<file path="src/rtl/battleship_pkg.sv">
`default_nettype none
// ============================================================================
// Module   : battleship_pkg
// Brief    : Shared state, winner and player codes for the battleship
//            game controller, plus the ship-count clamp helper.
// Revision : 1.0
// ============================================================================
package battleship_pkg;

    typedef enum logic [2:0] {
        IDLE       = 3'd0,
        SET_AMOUNT = 3'd1,
        PLACE_P1   = 3'd2,
        PLACE_P2   = 3'd3,
        TURN_P1    = 3'd4,
        TURN_P2    = 3'd5,
        GAME_OVER  = 3'd6
    } state_t;

    localparam logic [1:0] c_WIN_NONE = 2'b00;
    localparam logic [1:0] c_WIN_P1   = 2'b01;
    localparam logic [1:0] c_WIN_P2   = 2'b10;

    localparam logic c_PLAYER_P1 = 1'b0;
    localparam logic c_PLAYER_P2 = 1'b1;

    localparam int c_DEFAULT_MAX_SHIPS = 5;

    // Zero ships is not a playable game, so the floor is one.
    function automatic logic [2:0] clamp_ships(input logic [2:0] req,
                                               input logic [2:0] max_ships);
        logic [2:0] result;
        if (req == 3'd0) begin
            result = 3'd1;
        end else if (req > max_ships) begin
            result = max_ships;
        end else begin
            result = req;
        end
        return result;
    endfunction

endpackage
`default_nettype wire

</file>
<file path="src/rtl/battleship_game_ctrl_btn_edge_detect.sv">
`default_nettype none
// ============================================================================
// Module   : btn_edge_detect
// Brief    : Rising-edge detector for a level input. A level already high
//            when reset releases never produces an event.
// Revision : 1.0
// ============================================================================
module btn_edge_detect (
    input  logic clk,
    input  logic rst,
    input  logic btn,
    output logic rise
);

    logic r_prev;
    logic r_armed;

    always_ff @(posedge clk or negedge rst) begin
        if (!rst) begin
            r_prev  <= 1'b0;
            r_armed <= 1'b0;
        end else begin
            r_prev  <= btn;
            r_armed <= 1'b1;
        end
    end

    assign rise = r_armed & btn & ~r_prev;

endmodule
`default_nettype wire

</file>
<file path="src/rtl/battleship_game_ctrl.sv">
`default_nettype none
// ============================================================================
// Module   : battleship_game_ctrl
// Brief    : Two-player battleship game flow controller (setup, placement,
//            alternating turns, game over). Define TURN_TIMEOUT_EN to add a
//            per-turn timeout that hands the turn to the other player.
// Revision : 1.0
// ============================================================================
module battleship_game_ctrl
    import battleship_pkg::*;
#(
    parameter int MAX_SHIPS      = c_DEFAULT_MAX_SHIPS,
    parameter int TIMEOUT_CYCLES = 250
) (
    input  logic       clk,
    input  logic       rst,
    input  logic       start,
    input  logic       confirm,
    input  logic [2:0] amount_sel,
    input  logic       p1_place_done,
    input  logic       p2_place_done,
    input  logic       shot_valid,
    input  logic       shot_hit,
    input  logic [2:0] p1_ships_left,
    input  logic [2:0] p2_ships_left,
    output logic [2:0] state_o,
    output logic       place_en_p1,
    output logic       place_en_p2,
    output logic [2:0] ship_limit,
    output logic       active_player,
    output logic       fire_en,
    output logic [1:0] winner,
    output logic       timeout_pulse
);

    localparam logic [2:0] c_MAX_SHIPS = 3'(MAX_SHIPS);

    state_t     r_state;
    state_t     w_next;
    state_t     w_other_turn;
    logic       w_start_rise;
    logic       w_confirm_rise;
    logic       w_in_turn;
    logic       w_timeout;

    logic [2:0] r_ship_limit;
    logic [1:0] r_winner;
    logic       r_place_en_p1;
    logic       r_place_en_p2;
    logic       r_fire_en;
    logic       r_active_player;

    logic [2:0] w_ship_limit;
    logic [1:0] w_winner;
    logic       w_place_en_p1;
    logic       w_place_en_p2;
    logic       w_fire_en;
    logic       w_active_player;

    btn_edge_detect u_start_edge (
        .clk  (clk),
        .rst  (rst),
        .btn  (start),
        .rise (w_start_rise)
    );

    btn_edge_detect u_confirm_edge (
        .clk  (clk),
        .rst  (rst),
        .btn  (confirm),
        .rise (w_confirm_rise)
    );

    assign w_in_turn    = (r_state == TURN_P1) || (r_state == TURN_P2);
    assign w_other_turn = (r_state == TURN_P1) ? TURN_P2 : TURN_P1;

`ifdef TURN_TIMEOUT_EN
    localparam int               c_TIMER_W   = $clog2(TIMEOUT_CYCLES);
    localparam logic [c_TIMER_W-1:0] c_TIMER_LAST = c_TIMER_W'(TIMEOUT_CYCLES - 1);

    logic [c_TIMER_W-1:0] r_timer;
    logic                 r_timeout_pulse;
    logic                 w_pulse;

    assign w_timeout = w_in_turn && (r_timer == c_TIMER_LAST);
    // A shot or a game-ending condition in the same cycle pre-empts the timeout.
    assign w_pulse   = w_timeout && !shot_valid && (w_next != GAME_OVER);

    always_ff @(posedge clk or negedge rst) begin
        if (!rst) begin
            r_timer         <= '0;
            r_timeout_pulse <= 1'b0;
        end else begin
            r_timeout_pulse <= w_pulse;
            if ((w_next != r_state) || shot_valid || !w_in_turn) begin
                r_timer <= '0;
            end else begin
                r_timer <= r_timer + 1'b1;
            end
        end
    end

    assign timeout_pulse = r_timeout_pulse;
`else
    assign w_timeout     = 1'b0;
    assign timeout_pulse = 1'b0;
`endif

    // State and registered outputs
    always_ff @(posedge clk or negedge rst) begin
        if (!rst) begin
            r_state         <= IDLE;
            r_ship_limit    <= 3'd0;
            r_winner        <= c_WIN_NONE;
            r_place_en_p1   <= 1'b0;
            r_place_en_p2   <= 1'b0;
            r_fire_en       <= 1'b0;
            r_active_player <= c_PLAYER_P1;
        end else begin
            r_state         <= w_next;
            r_ship_limit    <= w_ship_limit;
            r_winner        <= w_winner;
            r_place_en_p1   <= w_place_en_p1;
            r_place_en_p2   <= w_place_en_p2;
            r_fire_en       <= w_fire_en;
            r_active_player <= w_active_player;
        end
    end

    // Next-state logic; end-of-game outranks shots, shots outrank the timeout.
    always_comb begin
        w_next = r_state;
        case (r_state)
            IDLE: begin
                if (w_start_rise) w_next = SET_AMOUNT;
            end
            SET_AMOUNT: begin
                if (w_confirm_rise) w_next = PLACE_P1;
            end
            PLACE_P1: begin
                if (p1_place_done) w_next = PLACE_P2;
            end
            PLACE_P2: begin
                if (p2_place_done) w_next = TURN_P1;
            end
            TURN_P1, TURN_P2: begin
                if ((p1_ships_left == 3'd0) || (p2_ships_left == 3'd0)) begin
                    w_next = GAME_OVER;
                end else if (shot_valid) begin
                    if (!shot_hit) w_next = w_other_turn;
                end else if (w_timeout) begin
                    w_next = w_other_turn;
                end
            end
            GAME_OVER: begin
                if (w_start_rise) w_next = SET_AMOUNT;
            end
            default: w_next = IDLE;
        endcase
    end

    // Output decode from the next state so every output is a flop.
    always_comb begin
        w_ship_limit    = r_ship_limit;
        w_winner        = r_winner;
        w_place_en_p1   = (w_next == PLACE_P1);
        w_place_en_p2   = (w_next == PLACE_P2);
        w_fire_en       = (w_next == TURN_P1) || (w_next == TURN_P2);
        w_active_player = ((w_next == PLACE_P2) || (w_next == TURN_P2)) ? c_PLAYER_P2
                                                                        : c_PLAYER_P1;

        if ((r_state == SET_AMOUNT) && (w_next == PLACE_P1)) begin
            w_ship_limit = clamp_ships(amount_sel, c_MAX_SHIPS);
        end

        if (w_next == SET_AMOUNT) begin
            w_winner = c_WIN_NONE;
        end else if (w_in_turn && (w_next == GAME_OVER)) begin
            // The shooter wins if the opponent is sunk; otherwise the shooter lost.
            if (r_state == TURN_P1) begin
                w_winner = (p2_ships_left == 3'd0) ? c_WIN_P1 : c_WIN_P2;
            end else begin
                w_winner = (p1_ships_left == 3'd0) ? c_WIN_P2 : c_WIN_P1;
            end
        end
    end

    assign state_o       = r_state;
    assign ship_limit    = r_ship_limit;
    assign winner        = r_winner;
    assign place_en_p1   = r_place_en_p1;
    assign place_en_p2   = r_place_en_p2;
    assign fire_en       = r_fire_en;
    assign active_player = r_active_player;

endmodule
`default_nettype wire
</file>
<file path="config.mk">
export PLATFORM = sky130hd
export DESIGN_NAME = battleship_game_ctrl
export DESIGN_NICKNAME = d
export VERILOG_FILES = /design/src/rtl/battleship_pkg.sv /design/src/rtl/battleship_game_ctrl_btn_edge_detect.sv /design/src/rtl/battleship_game_ctrl.sv
export SDC_FILE = /design/constraint.sdc
export NUM_CORES = 1
export LEC_CHECK = 0
export CELL_PAD_IN_SITES_DETAIL_PLACEMENT = 2
export CELL_PAD_IN_SITES_GLOBAL_PLACEMENT = 2
export CORE_ASPECT_RATIO = 0.75
export CORE_MARGIN = 2
export CORE_UTILIZATION = 24
export CTS_CLUSTER_SIZE = 40
export DETAILED_ROUTE_END_ITERATION = 12
export PLACE_DENSITY = 0.88
export SLEW_MARGIN = 20
export SYNTH_ARGS = -nofsm -noshare
export SYNTH_HDL_FRONTEND = slang
export SYNTH_SLANG_ARGS = --single-unit
</file>
<file path="constraint.sdc">
create_clock -name clk -period 1.9 [get_ports clk]
set_input_delay 0.19 -clock clk [delete_from_list [all_inputs] [get_ports clk]]
set_output_delay 0.19 -clock clk [all_outputs]
set_load 0.01 [all_outputs]
</file>
== Word level (Yosys, flattened, before mapping) ==
Index checks and enable logic that the tools add are counted.
Word-level totals
  memories: 0
  bits in registers: 15
  bits of input ports: 17
  word-level logic and storage cells: 59
  bits in latches: 0
  memory bits (read-only): 0
  RAM bits: 0
Operators by class
  divide/modulo/power cells: 0
  shifts and indexed selects: 0
  add/subtract/negate cells: 0
  $lt $le $gt $ge: 1
  bitwise logic cells: 6
  reduce and logical (&&, ||, !) cells: 13
  multiplexer cells: 17
  $mul: 0
  eq/ne operators: 12
Operator list (count)
  two-way mux 3 bit: 9
  equality test 3 bit, second input constant: 6
  case mux 3 bit (5 select lines): 1
  equality test 3 x 2 -> 1 bit, second input constant: 4
  logical NOT 3 bit: 4
  two-way mux 2 bit: 5
  equality test 3 x 1 -> 1 bit, second input constant: 2
  bitwise AND 1 bit: 4
  logical OR 1 bit: 4
  OR reduction 2 bit: 2
  > comparator 3 bit, second input constant: 1
  logical AND 1 bit: 2
  two-way mux 1 bit: 2
  NOT 1 bit: 2
  nonzero test 2 bit: 1

== Depth between registers and ports, before layout ==
  depth after elaboration: 10
  depth in mapped cells: 6
  mapped depth without buffers: 4

== By module ==
Synthesis repeated with hierarchy kept, for this count alone.
Unflattened totals
  cells, all modules: 69
  area, all modules: 763.2 µm²
By module, submodules not included
  battleship_game_ctrl: times used 1, area each 638.1 µm², sequential area each 300.3 µm², cells each 61
  btn_edge_detect: times used 2, area each 62.6 µm², sequential area each 50.0 µm², cells each 4

== Least setup slack after synthesis ==
No wires, ideal clock.
  kind: register to register
  start point: register r_state[0], in the netlist state_o[0]
  end point: register r_ship_limit[2], in the netlist ship_limit[2]
  required time: 1775 ps
  data arrival time: 1250 ps
  setup slack: 526 ps
  stages on the path, launching flop included: 6
  period minus slack after synthesis: 1374 ps
  cell sequence: dfrtp_1 -> buf_4 -> nor3b_2 -> nand2b_1 -> buf_2 -> mux2_2
Between the ends
  word-level cells in the longest chain between the ends: 8
  elaborated cells on any way between the ends: 20
RTL lines
  start: declaration: line battleship_game_ctrl.sv:38  | state_t r_state;
  start signal: assignment: line battleship_game_ctrl.sv:120  | r_state <= w_next;
  equality test 3 bit: line battleship_game_ctrl.sv:75, battleship_game_ctrl.sv:133
  two-way mux 1 bit: line battleship_game_ctrl.sv:75  | assign w_other_turn = (r_state == TURN_P1) ? TURN_P2 : TURN_P1;
  two-way mux 3 bit: line battleship_game_ctrl.sv:150  | if (!shot_hit) w_next = w_other_turn;
  two-way mux 3 bit: line battleship_game_ctrl.sv:149  | end else if (shot_valid) begin
  two-way mux 3 bit: line battleship_game_ctrl.sv:147  | if ((p1_ships_left == 3'd0) || (p2_ships_left == 3'd0)) begin
  case mux 3 bit (5 select lines): line battleship_game_ctrl.sv:133  | case (r_state)
  equality test 3 x 2 -> 1 bit: line battleship_game_ctrl.sv:172  | if ((r_state == SET_AMOUNT) && (w_next == PLACE_P1)) begin
  logical AND 1 bit *: line battleship_game_ctrl.sv:172
  end signal: assignment: line battleship_game_ctrl.sv:121  | r_ship_limit <= w_ship_limit;
  end: declaration: line battleship_game_ctrl.sv:46  | logic [2:0] r_ship_limit;
Every way passes the cells marked *; elsewhere a longest branch is shown, timed or not.
A chain may end at the register's enable or synchronous reset.

== Worst setup path after layout ==
  start point: register r_state[0], in the netlist state_o[0]
  end point: output state_o[0]
RTL lines
  end: declaration: line battleship_game_ctrl.sv:26  | output logic [2:0] state_o,
No word-level cell between the ends.

==> key figures <==
Timing
  • Fin crit period: around 1.6 ns
  • Slew Viols, Final: 0
  • RSZ-0062 raised after global routing: no
  • Setup violations, final: 0
  • Final hold vios: 0
  • Worst hold slack: between 0.3 and 0.4 ns
  • Worst Slack Setup Final: 0.308 ns
  • Final cycle utilization of the critical path: ~84%
  • Setup_tns: 0 ns
  • Achievable Freq: between 600 and 700 MHz
  • Slew headroom: between 50 and 60%
  • Slew @ Worst Pin: around 0.7 ns
  • Final Skew: about 0.0042 ns

Global routing
  • Largest net degree at the start of global routing: 16
  • Total GRT Usage: 13.0%
  • Total gr overflow: 0
  • Initial antenna violation count: 0
  • First-pass GRT wire length: between 3 and 4 mm
  • Vias in the first global route: ~650

Layout
  • Final core utilization: between 30% and 40%
  • Diodes inserted: 0
  • Share of cells above drive strength 1: between 10% and 20%
  • Area Overhead vs Synth: 48.3%
  • Fin area: roughly 1100 um^2
  • Final nets: 116

Synth
  • Synth Cell Area: 733 um^2
  • Mapped Cells: about 70
  • Synthesized area per cell: 10.6 um^2
  • Seq cells post-synth: 15
  • Share of the synthesized area in the top cell type: between 50% and 60%
  • Ys Warns: 0
  • Library cells used by synthesis: 29
  • Post-synthesis net count: 86
  • Top post-synthesis cells by area: dfrtp_1, o21ai_0, nand2b_1
  • Post-synthesis sequential area ratio: 51.2%
  • Yosys top cell by area: dfrtp_1

Detailed routing
  • Via count: between 600 and 700
  • Wire per inst: 15.4 um
  • Final WL: about 2.1 mm
  • Detailed-routed wire length on met2: 1.15 mm
  • Via density: 4.54
  • Drt first-iter violations: 15
  • Wl on met1: between 800 and 900 um
  • DRT antenna net count: 0
  • Routed wl met3: about 70 um
  • Router iterations before antenna repair: 3
  • DR top layer: met4
  • Post-route DRC violation count: 0

Placed design
  • Placement Cell Area: 1040 um^2
  • PortBufs: 28
  • DP Wirelength: 1.66 mm
  • Placement Setup Slack: a little under 0.3 ns
  • Placer congestion estimate: slightly above 0.8

Clock tree
  • Post-CTS Repair Setup Buffers: 0
  • Post-CTS sizing: 0
  • CTS sink cnt: 15
  • Latest clock arrival within the worst-skew pair: 0.25 ns
  • CTS tree: yes
  • CTS Buf Count: 3
  • Root Buffer: clkbuf_8
  • CTS H-tree depth: 1
  • Clk buf depth: 2
  • Clk pin slew, worst setup/hold paths: 0.06 ns
  • Hold Buf Count CTS: 0

Setup path
  • Critical Path RT: 1.71 ns
  • CP max stage cell: clkdlybuf4s50_1
  • CP top delay family: buffers and inverters
  • Setup CP Type: reg2out
  • CP endpoint kind: primary output
  • Buf+Inv Stages, Crit Path: 1
  • Crit path DAT: between 1 and 1.5 ns
  • Crit-path max cell delay: roughly 0.6 ns
  • Critical Path Start Type: flop
  • Worst-path fanout max: 10
  • Cell Chain, Critical Path: clkdlybuf4s50_1

Die
  • Core Rows: 17
  • DIE AREA: 3520 um^2
  • DIE HEIGHT: 51.9 um
  • Initial Utilization: 25.0%
  • I/O Pins: 30
  • Die width: just under 70 um
  • Core region area: 2940 um^2

Hold path
  • Hold crit path type: in2async

Run
  • Max Cap Violations: 0

Power and ir drop
  • PwrDens: roughly 1400 nW/um^2
  • Peak supply drop: about 0.44 mV
  • Leak: 0.466 nW

Status
  • Status: complete, no violations
==> through the flow <==
| step | power [mW] | std cells |
|---|---|---|
| finish | 1.47 | 136 |
| CTS | 1.50 | 136 |
| floorplan | 0.875 | 69 |
| global placement | 1.18 | 132 |
| global route | 1.58 | 136 |
| detailed placement | 1.23 | 132 |
==> cell families (layout without fill, tap and decap cells) <==
group | after synthesis | after routing | synth area share (%)
buf+inv | 5 | 34 | 3.75
mux | 1 | 1 | 1.54
flops | 15 | 15 | 51.2
simple gates | 27 | 27 | 25.3
xor+xnor | 1 | 1 | 1.19
compound gates | 18 | 18 | 16.0
other cells | 2 | 2 | 1.02
==> final timing paths <==
| kind | from | to | slack, ns | depth (start not counted) |
|---|---|---|---|---|
| max in group asynchronous | rst | winner[0] | 1.11 | 1 |
| max | state_o[0] | state_o[0] | 0.31 | 1 |
| min in group clk | start | u_start_edge.r_prev | 0.40 | 1 |
| max reg2reg | state_o[0] | ship_limit[2] | 0.37 | 3 |
| min reg2reg | ship_limit[0] | ship_limit[0] | 0.49 | 2 |
| min | rst | ship_limit[0] | 0.35 | 1 |
==> sequential cells by signal, summed over array words and instances, names as in the netlist <==
| signal | flops |
|---|---|
| u_confirm_edge.r_armed | 1 |
| state_o | 3 |
| winner | 2 |
| place_en_p1 | 1 |
| place_en_p2 | 1 |
| u_start_edge.r_prev | 1 |
| u_confirm_edge.r_prev | 1 |
| ship_limit | 3 |
| fire_en | 1 |
| active_player | 1 |
==> metal layers <==
| layer | vias to the layer above | track usage (%) |
|---|---|---|
| li1 | 293 | - |
| met1 | 309 | 15.4 |
| met2 | 13 | 23.0 |
| met3 | 2 | 4.55 |
| met4 | 0 | 2.00 |
| met5 | - | 0 |
==> Yosys cell counts <==
master	n
nand3b_1	1
o21ai_1	1
or3_4	2
nor3b_2	1
xnor2_1	1
nand2b_2	1
nand2_1	6
o2111ai_2	1
nand3_1	2
buf_4	2
nor2b_1	4
nand2b_1	4
and2_1	1
dfrtp_1	15
a21o_1	1
a21oi_1	4
conb_1	2
nor2_1	2
o32ai_1	1
o211a_2	1
nand4b_1	1
inv_1	2
o21a_1	1
mux2_2	1
nand3b_4	1
o31a_1	1
buf_2	1
o21ai_0	7
and3b_1	1
==> cell usage in the layout (no fill, tap or decap), drive strengths merged, types with 2 or more instances in the layout <==
cell type	n
nand2b	5
clkdlybuf4s50	28
dfrtp	15
inv	2
nand3b	2
nand3	2
clkbuf	3
nand2	6
conb	2
o21ai	8
a21oi	4
nor2	2
or3	2
nor2b	4
==> final cells by class <==
cell class,instances,area [um^2]
tap,38,47.5
clock inverter,1,5.00
multi-input combinational,49,330
clock buffer,3,41.3
timing repair buffer,28,280
inverter,2,7.51
sequential,15,375
fill,339,1850
==> where the power goes <==
part / internal, mW / switching (mW)
clock: 0.145 / 0.117
combinational: 0.369 / 0.298
sequential: 0.431 / 0.112
Power figures use the tool's default switching activity.
